`src/rtl/cheshire_reg_arbiter.sv`:
```
// Round-robin arbiter sharing one reg-bus port between NumMst requesters.
// Only one transaction is in flight at a time. A watchdog aborts hung
// target accesses and answers them with an error, so no requester can
// lock up the peripheral bus.
module cheshire_reg_arbiter #(
    parameter int unsigned          NumMst        = 4,
    parameter int unsigned          AddrWidth     = 48,
    parameter int unsigned          DataWidth     = 32,
    parameter int unsigned          TimeoutCycles = 1024,
    parameter logic [DataWidth-1:0] ErrData       = DataWidth'(32'hBADC_AB1E)
) (
    input  logic                                  clk_i,
    input  logic                                  rst_i,
    input  logic [NumMst-1:0]                     mst_valid_i,
    input  logic [NumMst-1:0]                     mst_write_i,
    input  logic [NumMst-1:0][AddrWidth-1:0]      mst_addr_i,
    input  logic [NumMst-1:0][DataWidth-1:0]      mst_wdata_i,
    input  logic [NumMst-1:0][DataWidth/8-1:0]    mst_wstrb_i,
    output logic [NumMst-1:0]                     mst_ready_o,
    output logic [DataWidth-1:0]                  mst_rdata_o,
    output logic                                  mst_error_o,
    output logic                                  slv_valid_o,
    output logic                                  slv_write_o,
    output logic [AddrWidth-1:0]                  slv_addr_o,
    output logic [DataWidth-1:0]                  slv_wdata_o,
    output logic [DataWidth/8-1:0]                slv_wstrb_o,
    input  logic                                  slv_ready_i,
    input  logic [DataWidth-1:0]                  slv_rdata_i,
    input  logic                                  slv_error_i,
    output logic                                  busy_o,
    output logic [$clog2(NumMst)-1:0]             grant_idx_o,
    output logic                                  timeout_o,
    output logic                                  abandon_o
);

    localparam int unsigned IdxW  = $clog2(NumMst);
    localparam int unsigned StrbW = DataWidth / 8;
    localparam int unsigned TmrW  = (TimeoutCycles > 32'd0) ? $clog2(TimeoutCycles + 32'd1) : 1;

    // Timer value at which the watchdog fires; the timer itself saturates.
    localparam logic [TmrW-1:0] TmrLast = (TimeoutCycles > 32'd0) ?
                                          TmrW'(TimeoutCycles - 32'd1) : {TmrW{1'b0}};
    localparam logic [TmrW-1:0] TmrMax  = {TmrW{1'b1}};
    localparam logic            WdEn    = (TimeoutCycles != 32'd0);

    typedef enum logic [1:0] {
        ST_IDLE     = 2'd0,
        ST_BUSY     = 2'd1,
        ST_RESP_ERR = 2'd2
    } state_e;

    state_e            state_r,  state_s;
    logic [IdxW-1:0]   rr_ptr_r, rr_ptr_s;
    logic [IdxW-1:0]   grant_r,  grant_s;
    logic [TmrW-1:0]   timer_r,  timer_s;

    logic                  ready_hit_s;
    logic                  slv_valid_s;
    logic [DataWidth-1:0]  rdata_s;
    logic                  error_s;
    logic                  timeout_s;
    logic                  abandon_s;
    logic                  slv_write_s;
    logic [AddrWidth-1:0]  slv_addr_s;
    logic [DataWidth-1:0]  slv_wdata_s;
    logic [StrbW-1:0]      slv_wstrb_s;

    // First valid master at or above ptr, wrapping modulo NumMst.
    function automatic logic [IdxW-1:0] rr_pick(input logic [NumMst-1:0] valid,
                                                input logic [IdxW-1:0]   ptr);
        logic [IdxW-1:0] pick;
        logic            found;
        int unsigned     idx;
        pick  = ptr;
        found = 1'b0;
        for (int unsigned i = 0; i < NumMst; i++) begin
            idx = (32'(ptr) + i) % NumMst;
            if (!found && valid[idx]) begin
                pick  = IdxW'(idx);
                found = 1'b1;
            end else begin
                found = found;
            end
        end
        return pick;
    endfunction

    // Index following g, wrapping modulo NumMst.
    function automatic logic [IdxW-1:0] rr_next(input logic [IdxW-1:0] g);
        return IdxW'((32'(g) + 32'd1) % NumMst);
    endfunction

    // Next-state, pointer/timer update and per-state response outputs.
    always_comb begin
        state_s     = state_r;
        rr_ptr_s    = rr_ptr_r;
        grant_s     = grant_r;
        timer_s     = timer_r;
        ready_hit_s = 1'b0;
        slv_valid_s = 1'b0;
        rdata_s     = {DataWidth{1'b0}};
        error_s     = 1'b0;
        timeout_s   = 1'b0;
        abandon_s   = 1'b0;
        case (state_r)
            ST_IDLE: begin
                if (|mst_valid_i) begin
                    grant_s = rr_pick(mst_valid_i, rr_ptr_r);
                    timer_s = {TmrW{1'b0}};
                    state_s = ST_BUSY;
                end else begin
                    state_s = ST_IDLE;
                end
            end
            ST_BUSY: begin
                slv_valid_s = 1'b1;
                if (slv_ready_i) begin
                    // Completion wins over a coinciding timeout or abandon.
                    ready_hit_s = 1'b1;
                    rdata_s     = slv_rdata_i;
                    error_s     = slv_error_i;
                    rr_ptr_s    = rr_next(grant_r);
                    state_s     = ST_IDLE;
                end else if (WdEn && (timer_r == TmrLast)) begin
                    timeout_s = 1'b1;
                    state_s   = ST_RESP_ERR;
                end else if (!mst_valid_i[grant_r]) begin
                    // Request withdrawn: the downstream valid follows it.
                    abandon_s   = 1'b1;
                    slv_valid_s = 1'b0;
                    rr_ptr_s    = rr_next(grant_r);
                    state_s     = ST_IDLE;
                end else if (timer_r != TmrMax) begin
                    timer_s = timer_r + TmrW'(1'b1);
                end else begin
                    timer_s = timer_r;
                end
            end
            ST_RESP_ERR: begin
                ready_hit_s = 1'b1;
                error_s     = 1'b1;
                rdata_s     = ErrData;
                rr_ptr_s    = rr_next(grant_r);
                state_s     = ST_IDLE;
            end
            default: begin
                state_s = ST_IDLE;
            end
        endcase
    end

    // Downstream payload: granted master's request while BUSY, zero otherwise.
    always_comb begin
        slv_write_s = 1'b0;
        slv_addr_s  = {AddrWidth{1'b0}};
        slv_wdata_s = {DataWidth{1'b0}};
        slv_wstrb_s = {StrbW{1'b0}};
        if (state_r == ST_BUSY) begin
            slv_write_s = mst_write_i[grant_r];
            slv_addr_s  = mst_addr_i[grant_r];
            slv_wdata_s = mst_wdata_i[grant_r];
            slv_wstrb_s = mst_wstrb_i[grant_r];
        end else begin
            slv_write_s = 1'b0;
        end
    end

    // State, round-robin pointer, grant and watchdog timer registers.
    always_ff @(posedge clk_i) begin
        if (rst_i) begin
            state_r  <= ST_IDLE;
            rr_ptr_r <= {IdxW{1'b0}};
            grant_r  <= {IdxW{1'b0}};
            timer_r  <= {TmrW{1'b0}};
        end else begin
            state_r  <= state_s;
            rr_ptr_r <= rr_ptr_s;
            grant_r  <= grant_s;
            timer_r  <= timer_s;
        end
    end

    assign mst_ready_o = ready_hit_s ? ({{(NumMst-1){1'b0}}, 1'b1} << grant_r)
                                     : {NumMst{1'b0}};
    assign mst_rdata_o = rdata_s;
    assign mst_error_o = error_s;
    assign slv_valid_o = slv_valid_s;
    assign slv_write_o = slv_write_s;
    assign slv_addr_o  = slv_addr_s;
    assign slv_wdata_o = slv_wdata_s;
    assign slv_wstrb_o = slv_wstrb_s;
    assign busy_o      = (state_r != ST_IDLE);
    assign grant_idx_o = grant_r;
    assign timeout_o   = timeout_s;
    assign abandon_o   = abandon_s;

endmodule

```
`config.mk`:
```
export PLATFORM = sky130hd
export DESIGN_NAME = cheshire_reg_arbiter
export DESIGN_NICKNAME = d
export VERILOG_FILES = /design/src/rtl/cheshire_reg_arbiter.sv
export SDC_FILE = /design/constraint.sdc
export NUM_CORES = 1
export LEC_CHECK = 0
export BUFFER_PORTS_ARGS = -buffer_cell sky130_fd_sc_hd__buf_2
export CORE_AREA = 2 2 195 197
export CTS_BUF_LIST = sky130_fd_sc_hd__clkbuf_4 sky130_fd_sc_hd__clkbuf_8
export CTS_CLUSTER_DIAMETER = 80
export DETAILED_ROUTE_END_ITERATION = 8
export DIE_AREA = 0 0 197 199
export GPL_TIMING_DRIVEN = 1
export PLACE_DENSITY_LB_ADDON = 0.2
export SKIP_LAST_GASP = 1
export SLEW_MARGIN = 25
export SYNTH_ARGS = -nofsm -noshare
export SYNTH_HDL_FRONTEND = slang
export SYNTH_SLANG_ARGS = --single-unit
```
`constraint.sdc`:
```
create_clock -name clk_i -period 5.2 [get_ports clk_i]
set_clock_uncertainty 0.15 [all_clocks]
set_input_delay 0.26 -clock clk_i [delete_from_list [all_inputs] [get_ports clk_i]]
set_output_delay 0.26 -clock clk_i [all_outputs]
set_load 0.01 [all_outputs]
```
==> results of run 1 <==
worst max path at each step:
stage	startpoint	to	slack [ns]	depth (start not counted)
3_5_place_dp	state_r[1]	mst_ready_o[1]	2.29	6
2_1_floorplan	grant_idx_o[0]	slv_addr_o[20]	2.93	5
6_report	grant_idx_o[1]	slv_wdata_o[2]	2.26	4
3_3_place_gp	state_r[1]	mst_ready_o[2]	2.27	6
4_1_cts	state_r[1]	mst_ready_o[1]	1.99	6
5_1_grt	grant_idx_o[0]	slv_wdata_o[0]	2.01	4
registers in the layout, indices dropped and copies added (netlist names):
signal,count
timer_r,11
grant_idx_o,2
rr_ptr_r,2
state_r,2
cell type report:
cell class	instances	share of cell area
Tap cell	474	0.0832
Inverter	9	0.00474
Clock buffer	4	0.00684
Timing Repair Buffer	511	0.362
Sequential cell	17	0.0488
Multi-Input combinational cell	321	0.494
Antenna cell	1	0.000351
per-layer routing:
| layer | up-vias | routed length, um | GRT usage |
|---|---|---|---|
| met3 | 12 | 1580 | 0.0154 |
| met1 | 2605 | 9840 | 0.140 |
| met4 | 2 | 161 | 0.00835 |
| met2 | 258 | 12500 | 0.210 |
| met5 | - | 14 | 0 |
| li1 | 2457 | - | - |
report_power, final:
group	leakage, nW	internal [mW]	switching, mW
Combinational	3.40	0.344	0.264
Sequential	0.139	0.134	0.0335
Clock	0.0262	0.0596	0.0464
cell usage after synthesis (2+ instances only):
cell type	n	area share
a2111oi_2	2	0.0074
a21boi_0	2	0.0037
a21o_1	19	0.035
a21oi_1	10	0.012
and2_1	103	0.16
and3_1	3	0.0046
buf_1	4	0.0037
buf_2	10	0.012
clkbuf_1	23	0.021
dfxtp_1	17	0.084
ha_1	8	0.025
inv_1	9	0.0084
mux2i_1	7	0.017
mux4_2	86	0.48
nand2_1	11	0.010
nand2b_1	9	0.014
nand3_1	6	0.0074
nand4_1	4	0.0062
nor2_1	6	0.0056
nor2b_1	5	0.0077
nor3_1	3	0.0037
nor4_1	4	0.0062
o2111ai_1	3	0.0065
o21ai_0	5	0.0062
o31a_1	2	0.0043
o31ai_1	3	0.0056
o41ai_1	2	0.0043
or2_2	2	0.0031
or3_1	2	0.0031
cell families after synthesis:
family	after synthesis	synth area share
mux	93	0.496
flops	17	0.0841
buf+inv	47	0.0486
simple gates	164	0.243
fa+ha+maj	8	0.0247
compound gates	56	0.103
through the flow:
stage | utilization | total power [mW] | instance area (um^2) | instances | worst slack (ns)
3_3_place_gp | 0.191 | 0.790 | 7080 | 1332 | 2.27
4_1_cts | 0.192 | 0.903 | 7130 | 1336 | 1.99
6_report | 0.192 | 0.882 | 7130 | 1337 | 2.26
3_5_place_dp | 0.191 | 0.790 | 7080 | 1332 | 2.29
2_1_floorplan | - | 0.488 | 4050 | 385 | 2.93
5_1_grt | 0.192 | 0.954 | 7130 | 1337 | 2.01
==> flow_metrics.tcl, run 1 <==
set metrics [dict create \
    status "completed" \
    final_nets 1251 \
    core_area_um2 37100 \
    grt_pass1_wl_um 33600 \
    clockRootBuffer "clkbuf_8" \
    min_path_cells 2 \
    drt_iter0_drc 164 \
    ir_drop_mv 0.0706 \
    fill_cells 4216 \
    wire_per_inst_um 18.0 \
    seq_area_frac_synth 0.0841 \
    grt_pass1_vias 5418 \
    final_common_cell "buf_2" \
    drtPass1Iterations 4 \
    post-dp-hpwl_um 20600 \
    path_cells "buf_4 > mux4_2 > and2_1 > buf_2" \
    required_ns 4.79 \
    power.density_nw_per_um2 124 \
    fin_crit_ns 2.94 \
    syn_area_um2 4050 \
    min-delay-path-class "in2reg" \
    ys_warn_count 0 \
    crit_family "flip-flops" \
    synth-seq-cells 17 \
    setup-violations-final 0 \
    async_reset_ff_frac 0 \
    cp.arrival_ns 2.53 \
    clk_latency_ns 0.25 \
    die_y_um 199 \
    timing.rr.start "state_r[1]" \
    maxCapViolCount 0 \
    hold_buffers 0 \
    syn_avg_cell_area_um2 10.5 \
    synthFlopType "dfxtp_1" \
    numClockSinks 17 \
    final_cell_mix "507 x buf_2, 103 x and2_1, 86 x mux4_2, 19 x a21o_1, 15 x dfxtp_1" \
    cts_inserted_buffers 3 \
    postRouteAntennaNets 0 \
    grt_start_max_net_pins 53 \
    slowest_delay_ns 0.86 \
    cts_resized 0 \
    cts_tree "built" \
    wirelength_um 24100 \
    area_growth_syn_to_layout_pct 76.3 \
    final-hold-violation-count 0 \
    setup_tns_ns 0 \
    vias_per_cell 3.99 \
    rr_worst_depth 6 \
    synth_edf_count 0 \
    slew_viol_final 0 \
    place.gp.congestion 0.819 \
    hold_ws_ns 0.175 \
    syn_inst 385 \
    io_buffer_count 507 \
    synth_nets 773 \
    cts_setup_buffers 0 \
    grt_overflow 0 \
    htree_levels 1 \
    p_leak_nw 3.56 \
    die_area_um2 39200 \
    grtUsageTotal 0.112 \
    ios 508 \
    antenna_found_initial 5 \
    rsz0062_at_grt "false" \
    die_x_um 197 \
    start_util 0.109 \
    max_freq_mhz 340 \
    worstMarginPinSlew_ns 0.902 \
    synth.distinct_cells 44 \
    cp_slowest_cell "dfxtp_4" \
    multiInputGateArea_um2 3530 \
    worstHoldEndpoint "grant_idx_o[1]" \
    clkTransAtPathRegs_ns 0.07 \
    path_buf_inv 2 \
    path_class "reg2out" \
    ff_latch_area_um2 348 \
    drc 0 \
    vias 5334 \
    rrSetupSlack_ns 2.62 \
    crit_path_start_kind "flop" \
    clock_path_buffers 2 \
    endpoint_kind "output pin" \
    rows 71 \
    min_period_over_period 0.565 \
    drive_gt1_frac 0.710 \
    worstReg2RegEnd "timer_r[4]" \
    min_from "rst_i" \
    cp_max_fo 51 \
    maxSlewHeadroom 0.393 \
]
No activity file was read; power rests on OpenSTA's default activity.
==> run 2, diff against run 1 <==
- clock period: 5.2 -> 2.8 ns (I/O delays scaled with it)
==> flow_metrics.tcl, run 2 (same netlist as run 1, synthesis figures left out) <==
set metrics [dict create \
    status "completed" \
    cts_resized 0 \
    fin_cells 1345 \
    max_freq_mhz 441 \
    clockPowerShare 0.122 \
    hold_buffers 0 \
    fin_crit_ns 2.27 \
    grt_pass1_wl_um 33100 \
    grtUsageTotal 0.110 \
    ios 508 \
    dp.cells 1339 \
    drive_gt1_frac 0.710 \
    io_buffer_count 507 \
    drc 0 \
    cp_max_fo 25 \
    antenna_found_initial 6 \
    min-delay-path-class "in2reg" \
    crit_path_start_kind "flop" \
    final_cell_mix "507 x buf_2, 103 x and2_1, 86 x mux4_2, 19 x a21o_1, 15 x dfxtp_1" \
    final_nets 1258 \
    power.switching_mw 0.640 \
    swShare 0.388 \
    cp.arrival_ns 2.25 \
    cts_inserted_buffers 3 \
    largest_register "timer_r" \
    start_util 0.109 \
    core_area_um2 37100 \
    drt_iter0_drc 247 \
    final_common_cell "buf_2" \
    final_cell_area_um2 7210 \
    required_ns 2.79 \
    post-dp-hpwl_um 20500 \
    largest_reg_flops 11 \
    cts_tree "built" \
    place.gp.congestion 0.832 \
    grt_pass1_vias 5320 \
    vias 5375 \
    ir_drop_mv 0.116 \
    hold_ws_ns 0.0368 \
    clkTransAtPathRegs_ns 0.07 \
    seqPwrFrac 0.158 \
    area_growth_syn_to_layout_pct 78.2 \
    htree_levels 1 \
    setup-violations-final 0 \
    maxCapViolCount 0 \
    worstMarginPinSlew_ns 0.756 \
    numClockSinks 17 \
    path_class "reg2reg" \
    endpoint_kind "flop" \
    post_dp_cell_area_um2 7150 \
    die_x_um 197 \
    setup_tns_ns 0 \
    clock_path_buffers 2 \
    rows 71 \
    die_area_um2 39200 \
    wirelength_um 23900 \
    internal-power_mw 1.01 \
    wire_per_inst_um 17.7 \
    rsz0062_at_grt "false" \
    p_leak_nw 3.61 \
    drtPass1Iterations 4 \
    power.density_nw_per_um2 229 \
    vias_per_cell 4.00 \
    fill_cells 4198 \
    final-hold-violation-count 0 \
    cts_setup_buffers 0 \
    min_period_over_period 0.809 \
    slew_viol_final 0 \
    clk_latency_ns 0.26 \
    postRouteAntennaNets 0 \
    grt_overflow 0 \
    grt_start_max_net_pins 67 \
    die_y_um 199 \
    power_frac_comb 0.720 \
    clockRootBuffer "clkbuf_8" \
    maxSlewHeadroom 0.496 \
]
==> run 2: cell count changes in the layout (fill, tap and decap cells not counted) <==
cell	change
and3_1	+1
buf_12	+2
a21oi_2	-1
a21oi_1	+1
buf_4	+5
and3_2	-1
diode_2	+1
==> run 2: layout make-up <==
class | instances | area, um^2 | area share
multi-input cells | 321 | 3520 | 0.489
repair buffers | 518 | 2660 | 0.369
well taps | 474 | 593 | 0.0823
flip-flops and latches | 17 | 348 | 0.0483
clock buffers | 4 | 48.8 | 0.00677
inverters | 9 | 33.8 | 0.00469
diodes | 2 | 5.00 | 0.000694
==> run 2: worst paths after layout <==
| kind | startpoint | to | slack [ns] | cells past startpoint |
|---|---|---|---|---|
| setup / recovery | state_r[1] | timer_r[4] | 0.53 | 7 |
| hold / removal | rst_i | grant_idx_o[1] | 0.04 | 2 |
| setup reg to reg | state_r[1] | timer_r[4] | 0.53 | 7 |
| hold reg to reg | timer_r[9] | timer_r[9] | 0.33 | 2 |
==> run 2: critical path, cell delays in order (launching register included) <==
cell       delay, ns
dfxtp_1         0.33
inv_1           0.11
ha_4            0.19
buf_4           0.28
nor2b_1         0.11
o2bb2ai_1       0.63
nor4_1          0.18
mux2i_1         0.15
==> run 2: metal layers <==
metal	vias up	wire, um	GRT usage
li1	2477	-	-
met3	23	1710	0.0171
met1	2593	9600	0.139
met2	280	12300	0.203
met4	2	198	0.0103
met5	-	13	0
==> run 2: power groups by stage <==
stage / Combinational [mW] / Clock (mW) / Sequential [mW]
global route: 1.29 / 0.229 / 0.261
finish: 1.19 / 0.201 / 0.260
detailed placement: 1.21 / 0 / 0.266
CTS: 1.22 / 0.215 / 0.260
global placement: 1.21 / 0 / 0.266
floorplan: 0.643 / 0 / 0.262
==> run 2: per-stage QoR <==
stage / setup slack, ns / power, mW / utilization
after floorplan: 0.609 / 0.906 / -
after global placement: 0.551 / 1.47 / 0.193
after detailed placement: 0.545 / 1.48 / 0.193
after CTS: 0.494 / 1.69 / 0.194
after global routing: 0.361 / 1.78 / 0.194
final: 0.534 / 1.65 / 0.194
